**src/rtl/axi_write_arbiter_pkg.sv**
```systemverilog
// Shared types and constants for the AXI4 write-port arbiter.
// Holds the FSM state encoding, the AXI response codes and the burst length width.
package axi_write_arbiter_pkg;

    localparam int AXI_LEN_WIDTH = 8;

    localparam logic [1:0] AXI_RESP_OKAY   = 2'b00;
    localparam logic [1:0] AXI_RESP_EXOKAY = 2'b01;
    localparam logic [1:0] AXI_RESP_SLVERR = 2'b10;
    localparam logic [1:0] AXI_RESP_DECERR = 2'b11;

    typedef enum logic [1:0] {
        S_IDLE = 2'd0,
        S_ADDR = 2'd1,
        S_DATA = 2'd2,
        S_RESP = 2'd3
    } state_t;

endpackage

```
**src/rtl/axi_write_arbiter_rr.sv**
```systemverilog
// Combinational round-robin picker.
// Takes the request vector and the one-hot previous owner, and returns a one-hot grant.
module rr_arbiter #(
    parameter int N = 4
) (
    input  logic [N-1:0] i_req,
    input  logic [N-1:0] i_last,
    output logic [N-1:0] o_grant
);

    logic [N-1:0] w_hiMask;
    logic [N-1:0] w_reqHi;

    // w_hiMask marks every index strictly above the previous owner.
    always_comb begin
        logic w_acc;
        w_hiMask = '0;
        w_acc    = 1'b0;
        for (int i = 0; i < N; i++) begin
            w_hiMask[i] = w_acc;
            w_acc       = w_acc | i_last[i];
        end
    end

    assign w_reqHi = i_req & w_hiMask;

    // Lowest set bit above the previous owner, otherwise wrap to the lowest requester.
    assign o_grant = (|w_reqHi) ? (w_reqHi & (~w_reqHi + 1'b1))
                                : (i_req   & (~i_req   + 1'b1));

endmodule

```
**src/rtl/axi_write_arbiter.sv**
```systemverilog
// Shares one AXI4 write port between NUM_MASTERS recorders, one burst at a time.
// The grant is round-robin per burst and is held from the AW handshake through the B response.
module axi_write_arbiter
    import axi_write_arbiter_pkg::*;
#(
    parameter int NUM_MASTERS    = 4,
    parameter int AXI_ADDR_WIDTH = 32,
    parameter int AXI_DATA_WIDTH = 128
) (
    input  logic                                  clk,
    input  logic                                  aresetn,
    input  logic [NUM_MASTERS*AXI_ADDR_WIDTH-1:0] s_AWADDR,
    input  logic [NUM_MASTERS*AXI_LEN_WIDTH-1:0]  s_AWLEN,
    input  logic [NUM_MASTERS-1:0]                s_AWVALID,
    output logic [NUM_MASTERS-1:0]                s_AWREADY,
    input  logic [NUM_MASTERS*AXI_DATA_WIDTH-1:0] s_WDATA,
    input  logic [NUM_MASTERS-1:0]                s_WLAST,
    input  logic [NUM_MASTERS-1:0]                s_WVALID,
    output logic [NUM_MASTERS-1:0]                s_WREADY,
    output logic [NUM_MASTERS*2-1:0]              s_BRESP,
    output logic [NUM_MASTERS-1:0]                s_BVALID,
    output logic [AXI_ADDR_WIDTH-1:0]             m_AWADDR,
    output logic [AXI_LEN_WIDTH-1:0]              m_AWLEN,
    output logic                                  m_AWVALID,
    input  logic                                  m_AWREADY,
    output logic [AXI_DATA_WIDTH-1:0]             m_WDATA,
    output logic                                  m_WLAST,
    output logic                                  m_WVALID,
    input  logic                                  m_WREADY,
    input  logic [1:0]                            m_BRESP,
    input  logic                                  m_BVALID,
    output logic                                  m_BREADY,
    output logic [NUM_MASTERS-1:0]                grant,
    output logic                                  protocolError,
    input  logic                                  errorClear
);

    localparam int N  = NUM_MASTERS;
    localparam int AW = AXI_ADDR_WIDTH;
    localparam int DW = AXI_DATA_WIDTH;
    localparam int LW = AXI_LEN_WIDTH;

    state_t        r_state, w_nextState;
    logic [N-1:0]  r_grant, r_lastGrant, w_arbGrant;
    logic [LW-1:0] r_beatsLeft;
    logic          r_protocolError;

    logic [AW-1:0] w_selAddr;
    logic [LW-1:0] w_selLen;
    logic [DW-1:0] w_selWdata;
    logic          w_selAwvalid, w_selWvalid, w_selWlast;
    logic          w_awHs, w_wHs, w_lenDone, w_errSet;

    rr_arbiter #(.N(N)) u_rr (
        .i_req   (s_AWVALID),
        .i_last  (r_lastGrant),
        .o_grant (w_arbGrant)
    );

    // One-hot AND-OR mux of the owner's request and data signals.
    always_comb begin
        w_selAddr    = '0;
        w_selLen     = '0;
        w_selWdata   = '0;
        w_selAwvalid = 1'b0;
        w_selWvalid  = 1'b0;
        w_selWlast   = 1'b0;
        for (int i = 0; i < N; i++) begin
            if (r_grant[i]) begin
                w_selAddr    = w_selAddr  | s_AWADDR[i*AW +: AW];
                w_selLen     = w_selLen   | s_AWLEN[i*LW +: LW];
                w_selWdata   = w_selWdata | s_WDATA[i*DW +: DW];
                w_selAwvalid = w_selAwvalid | s_AWVALID[i];
                w_selWvalid  = w_selWvalid  | s_WVALID[i];
                w_selWlast   = w_selWlast   | s_WLAST[i];
            end
        end
    end

    assign w_awHs    = (r_state == S_ADDR) && w_selAwvalid && m_AWREADY;
    assign w_wHs     = (r_state == S_DATA) && w_selWvalid && m_WREADY;
    assign w_lenDone = (r_beatsLeft == '0);

    always_comb begin
        w_nextState = r_state;
        w_errSet    = 1'b0;
        case (r_state)
            S_IDLE: if (|s_AWVALID) w_nextState = S_ADDR;
            S_ADDR: if (w_awHs) w_nextState = S_DATA;
            S_DATA: begin
                // The burst ends on the master's WLAST or when AWLEN+1 beats are done,
                // whichever comes first; any disagreement between the two is an error.
                if (w_wHs && (w_selWlast || w_lenDone)) begin
                    w_nextState = S_RESP;
                    w_errSet    = !(w_selWlast && w_lenDone);
                end
            end
            S_RESP: if (m_BVALID) w_nextState = S_IDLE;
            default: w_nextState = S_IDLE;
        endcase
    end

    always_ff @(posedge clk or negedge aresetn) begin
        if (!aresetn) begin
            r_state         <= S_IDLE;
            r_grant         <= '0;
            r_lastGrant     <= {1'b1, {(N-1){1'b0}}};
            r_beatsLeft     <= '0;
            r_protocolError <= 1'b0;
        end else begin
            r_state <= w_nextState;
            if (r_state == S_IDLE && |s_AWVALID)
                r_grant <= w_arbGrant;
            if (r_state == S_RESP && m_BVALID) begin
                r_lastGrant <= r_grant;
                r_grant     <= '0;
            end
            if (w_awHs)
                r_beatsLeft <= w_selLen;
            else if (w_wHs)
                r_beatsLeft <= r_beatsLeft - 1'b1;
            if (w_errSet)
                r_protocolError <= 1'b1;
            else if (errorClear)
                r_protocolError <= 1'b0;
        end
    end

    assign m_AWADDR  = w_selAddr;
    assign m_AWLEN   = w_selLen;
    assign m_AWVALID = (r_state == S_ADDR) && w_selAwvalid;
    assign m_WDATA   = w_selWdata;
    assign m_WVALID  = (r_state == S_DATA) && w_selWvalid;
    assign m_WLAST   = (r_state == S_DATA) && (w_selWlast || w_lenDone);
    assign m_BREADY  = (r_state == S_RESP);

    assign s_AWREADY = (r_state == S_ADDR && m_AWREADY) ? r_grant : '0;
    assign s_WREADY  = (r_state == S_DATA && m_WREADY)  ? r_grant : '0;
    assign s_BVALID  = (r_state == S_RESP && m_BVALID)  ? r_grant : '0;

    always_comb begin
        s_BRESP = '0;
        for (int i = 0; i < N; i++)
            s_BRESP[2*i +: 2] = (r_state == S_RESP && r_grant[i]) ? m_BRESP : AXI_RESP_OKAY;
    end

    assign grant         = r_grant;
    assign protocolError = r_protocolError;

endmodule

```
**config.mk**
```make
export PLATFORM = sky130hd
export DESIGN_NAME = axi_write_arbiter
export DESIGN_NICKNAME = d
export VERILOG_FILES = /design/src/rtl/axi_write_arbiter_pkg.sv /design/src/rtl/axi_write_arbiter_rr.sv /design/src/rtl/axi_write_arbiter.sv
export SDC_FILE = /design/constraint.sdc
export NUM_CORES = 1
export LEC_CHECK = 0
export CAP_MARGIN = 20
export CELL_PAD_IN_SITES_DETAIL_PLACEMENT = 0
export CELL_PAD_IN_SITES_GLOBAL_PLACEMENT = 1
export CORE_AREA = 2 2 344 346
export DETAILED_ROUTE_END_ITERATION = 10
export DIE_AREA = 0 0 346 348
export GPL_ROUTABILITY_DRIVEN = 1
export HOLD_SLACK_MARGIN = 0.12
export PLACE_DENSITY = 0.44
export REMOVE_ABC_BUFFERS = 1
export SLEW_MARGIN = 40
export SYNTH_ARGS = -nofsm -noshare
export SYNTH_HDL_FRONTEND = slang
export SYNTH_HIERARCHICAL = 1
export SYNTH_SLANG_ARGS = --single-unit
```
**constraint.sdc**
```tcl
create_clock -name clk -period 2.9 [get_ports clk]
set_input_delay 0.725 -clock clk [delete_from_list [all_inputs] [get_ports clk]]
set_output_delay 0.725 -clock clk [all_outputs]
set_load 0.01 [all_outputs]
```
# Word-level counts from Yosys, hierarchy flattened

Index checks and enable logic that the tools add are counted.

Input bits: 692
Register bits: 18
Logic and storage cells: 110
Output and inout bits: 197

Reduce and logical (&&, ||, !) cells: 25
Mux-type cells: 45
Bitwise logic cells: 25
Add/subtract/negate cells: 3
Eq/ne operators: 7

Operators by type and width:

| kind                                              | count |
|---|---|
| two-way mux 128 bit                               | 4 |
| OR 128 bit                                        | 3 |
| two-way mux 32 bit                                | 4 |
| OR 32 bit                                         | 3 |
| two-way mux 8 bit                                 | 6 |
| two-way mux 4 bit                                 | 6 |
| OR 8 bit                                          | 3 |
| two-way mux 1 bit                                 | 16 |
| two-way mux 2 bit                                 | 8 |
| logical AND 1 bit                                 | 15 |
| AND 4 bit                                         | 3 |
| OR 1 bit                                          | 11 |
| adder 4 x 1 -> 4 bit (second input constant)      | 2 |
| zero test 8 bit                                   | 1 |
| inverter 4 bit                                    | 2 |
| case mux 2 bit (4 select lines)                   | 1 |
| OR reduction 4 bit                                | 2 |
| subtractor 8 x 1 -> 8 bit (second input constant) | 1 |
| inequality test 2 bit (second input constant)     | 3 |
| nonzero test 2 bit                                | 3 |
| == test 2 bit (second input constant)             | 2 |
| AND reduction 4 bit                               | 1 |
| == test 2 x 1 -> 1 bit (second input constant)    | 1 |
| zero test 2 bit                                   | 1 |
| 3 further kinds                                   | 3 |

# Logic depth before layout (Yosys ltp)

Word-level depth: 13
Gate-level depth with buffers: 7
Gate-level depth less buffers: 7

# By module

The synthesis kept the hierarchy.

Modules (own cells, without submodules):

| module            | times used | area each (µm²) | cells each | seq. area each (µm²) |
|---|---|---|---|---|
| axi_write_arbiter | 1          | 4698.3          | 713        | 476.7 |
| rr_arbiter        | 1          | 112.6           | 18         | 0.0 |

# Least setup slack after synthesis

Ideal clock, no wire load.

Path kind: input-to-output
From: input s_AWVALID[0]
To: output m_AWVALID
Arrival time: 1.386 ns
Stages on the path: 3
Data required time: 2.175 ns
Path buffers: 0
Setup slack: 0.789 ns
Path through: a22o_1 > a221oi_2 > and2b_1

Longest elaborated chain between the ends: 8

Ends and longest elaborated chain:

| item                  | RTL line                 | source |
|---|---|---|
| start, declared       | axi_write_arbiter.sv:14  | `input logic [NUM_MASTERS-1:0] s_AWVALID,` |
| two-way mux 1 bit (*) | axi_write_arbiter.sv:69  | `if (r_grant[i]) begin` |
| OR 1 bit              | axi_write_arbiter.sv:73  | `w_selAwvalid = w_selAwvalid \| s_AWVALID[i];` |
| two-way mux 1 bit (*) | axi_write_arbiter.sv:69  |  |
| OR 1 bit              | axi_write_arbiter.sv:73  |  |
| two-way mux 1 bit (*) | axi_write_arbiter.sv:69  |  |
| OR 1 bit              | axi_write_arbiter.sv:73  |  |
| two-way mux 1 bit (*) | axi_write_arbiter.sv:69  |  |
| logical AND 1 bit (*) | axi_write_arbiter.sv:131 | `assign m_AWVALID = (r_state == S_ADDR) && w_selAwvalid;` |
| end, declared         | axi_write_arbiter.sv:24  | `output logic m_AWVALID,` |

Mark *: on every way between the ends. The rest lies on a longest branch, timed or not.

# Worst setup path after layout

From: input s_WDATA[503]
To: output m_WDATA[119]

Longest elaborated chain between the ends: 2

Ends and longest elaborated chain:

| item                | RTL line                | source |
|---|---|---|
| start, declared     | axi_write_arbiter.sv:16 | `input logic [NUM_MASTERS*AXI_DATA_WIDTH-1:0] s_WDATA,` |
| OR 128 bit          | axi_write_arbiter.sv:72 | `w_selWdata = w_selWdata \| s_WDATA[i*DW +: DW];` |
| two-way mux 128 bit | axi_write_arbiter.sv:69 |  |
| end, declared       | axi_write_arbiter.sv:26 | `output logic [AXI_DATA_WIDTH-1:0] m_WDATA,` |

Every way passes these cells.

==> metrics <==
status complete, no violations; CP max stage delay 540 ps; maximum fanout along the worst path 1; Worst Hold Class reg -> reg; largest net degree at the start of global routing between 50 and 60; DR iter-0 viols roughly 630; class of the most critical setup path in -> out; nets roughly 2300; min-delay src protocolError; Net Sw Power 6.62 mW; H-tree depth 1; crit path capture m_WDATA[119]; wire per inst 25.8 um; Buf/Inv on CP 3; RSZ-0062 raised after global routing false; Core Util, Final 0.144; clk_skew 5.00 ps; Top Ports 889; Final Cycle Share 0.985; IO Port Bufs 888; met3 usage 0.0416; vias in the first global route between 10000 and 15000; routed vias/inst ~3.3; synthesized area per cell 6.55 um^2; synth-to-layout area growth 252%; Overflow after GRT 0; CTS Sinks 18; CTS Buf Count 3; Worst Max-Slew Pin Slew 685 ps; CP Data Required Time 2170 ps; CP Data Arrival Time 2130 ps; gpl congestion 0.973; clock root buffer clkbuf_16; Clock transition at path regs 50 ps; die extent in y 348 um; final setup fails 0; path depth of the worst reg2reg path 6; Clk network pwr share 0.023; Power Dens Cells a little over 800 mW/mm^2; Die ar. between 0.1 and 0.15 mm^2; GR Util met2 0.222; Cell Area, Synth 0.00478 mm^2; initial core utilization 0.0408; initial antenna violation count between 60 and 70; Hold Slack 537 ps; cell mode on critical path clkdlybuf4s50_1; post-route ant nets 0; Filler cells 13300; minimum clock period 2860 ps; Cell Chain, Critical Path clkdlybuf4s50_1, a22oi_2, buf_4, nand2_1, clkdlybuf4s50_1; Worst slew margin 0.542; row count between 100 and 150; Top Family by Delay on Critical Path buffers and inverters; reg-to-reg endpoint r_state[1]; CTS tree done; Clock Path Buffers 2; Leak Pwr 6.42 nW; fmax 0.350 GHz; Worst VDD drop 278 uV; Switching Fraction 0.488; sequential power share 0.041; DRC 0; Post-Syn Instances 729; dpl hpwl 72.7 mm; max_cap viols 0; worst skew pair latency between 200 and 300 ps; Fin. Hold Viols 0; core area ~0.12 mm^2; worst r2r src r_state[0]; Yosys Warn Count 6; R2R setup slack 630 ps; gr usage total 0.128; cts hold-fix bufs 0; Int Pwr 6.95 mW; gr busiest metal met2; vias after detailed routing 10500; share of layout cells above drive strength 1 0.112; Setup crit start kind input port; logic depth of the worst path, buffers included 5; first-pass GRT wire length 104 mm; die width 346 um; Worst Setup SP s_WDATA[503]; M1 GR Usage 0.155; Critical Path Sink Type output port; slowest stage cell on the critical path clkdlybuf4s50_1; Comb pwr share 0.936; WL final approximately 82 mm; Slew Viols, Final 0; drt first pass iters 5
[metal layers]
metal | vias up | routed length, um
li1 | 4696 | -
met1 | 5004 | 33600
met2 | 625 | 39600
met3 | 104 | 7010
met4 | 30 | 1500
met5 | - | 184
[cells in the final DEF, fill, tap and decap left out, drive strengths merged, types with 2 or more instances in the layout]
cell type	n
buf	143
nand2	184
mux2i	4
clkbuf	5
a21o	5
xor2	5
nor2	4
a22oi	340
o21ai	10
clkdlybuf4s50	824
nand3	3
xnor2	2
o21a	2
a21boi	2
diode	6
inv	8
and3	21
nor4	2
ha	6
dfrtp	18
dlygate4sd2	8
nand2b	4
nor3	3
dlymetal6s2s	11
a21oi	8
[power groups by stage]
stage	sequential (mW)	clock [mW]	combinational (mW)
final	0.562	0.309	12.7
after global routing	0.592	0.326	13.7
after CTS	0.592	0.316	12.9
after detailed placement	0.599	0	12.8
after global placement	0.592	0	12.7
after floorplan	1.20	0	3.49
[sequential cells by signal, indices dropped and copies added (netlist names)]
register       cells
grant              4
protocolError      1
r_beatsLeft        8
r_lastGrant        3
r_state            2
[worst min-delay path by stage]
| stage | to | slack [ps] | cells past startpoint |
|---|---|---|---|
| detailed placement | protocolError | 530 | 2 |
| global placement | protocolError | 530 | 2 |
| global route | r_lastGrant[2] | 590 | 1 |
| CTS | protocolError | 540 | 2 |
| floorplan | grant[0] | 430 | 0 |
| finish | protocolError | 540 | 2 |
[through the flow]
step	TNS, ps	std cells	total power [mW]	worst slack (ps)	area (um^2)
3_3_place_gp	-897	3160	13.3	-282	16400
4_1_cts	-79.3	3170	13.8	-52.6	16600
3_5_place_dp	-920	3160	13.3	-307	16400
2_1_floorplan	-276960	645	4.68	-1830	4450
6_report	0	3179	13.6	43.1	16800
5_1_grt	0	3177	14.6	2.51	16800
[layout make-up]
type	instances	area (um^2)	area share
clock buffer	4	88.8	0.00529
multi-input combinational	619	4050	0.241
sequential	18	465	0.0277
inverter	8	30.0	0.00179
tap	1536	1920	0.114
antenna	6	15.0	0.000894
timing repair buffer	988	10200	0.609
[worst reg2reg max path: cells and delay by family, from the launching register on]
kind	cells	cell delay, ps
AOI/OAI and AO/OA	3	750
adders and majority gates	1	420
buffers and inverters	1	260
DFF	1	420
muxes	1	320
[timing repair]
action                     in CTS  in global routing
gates cloned                    1                  1
setup endpoints to repair      33                 40
gates resized for setup        18                 22
pin swaps                       1                  2
buffers inserted                5                  2
No activity file was read; power rests on OpenSTA's default activity.
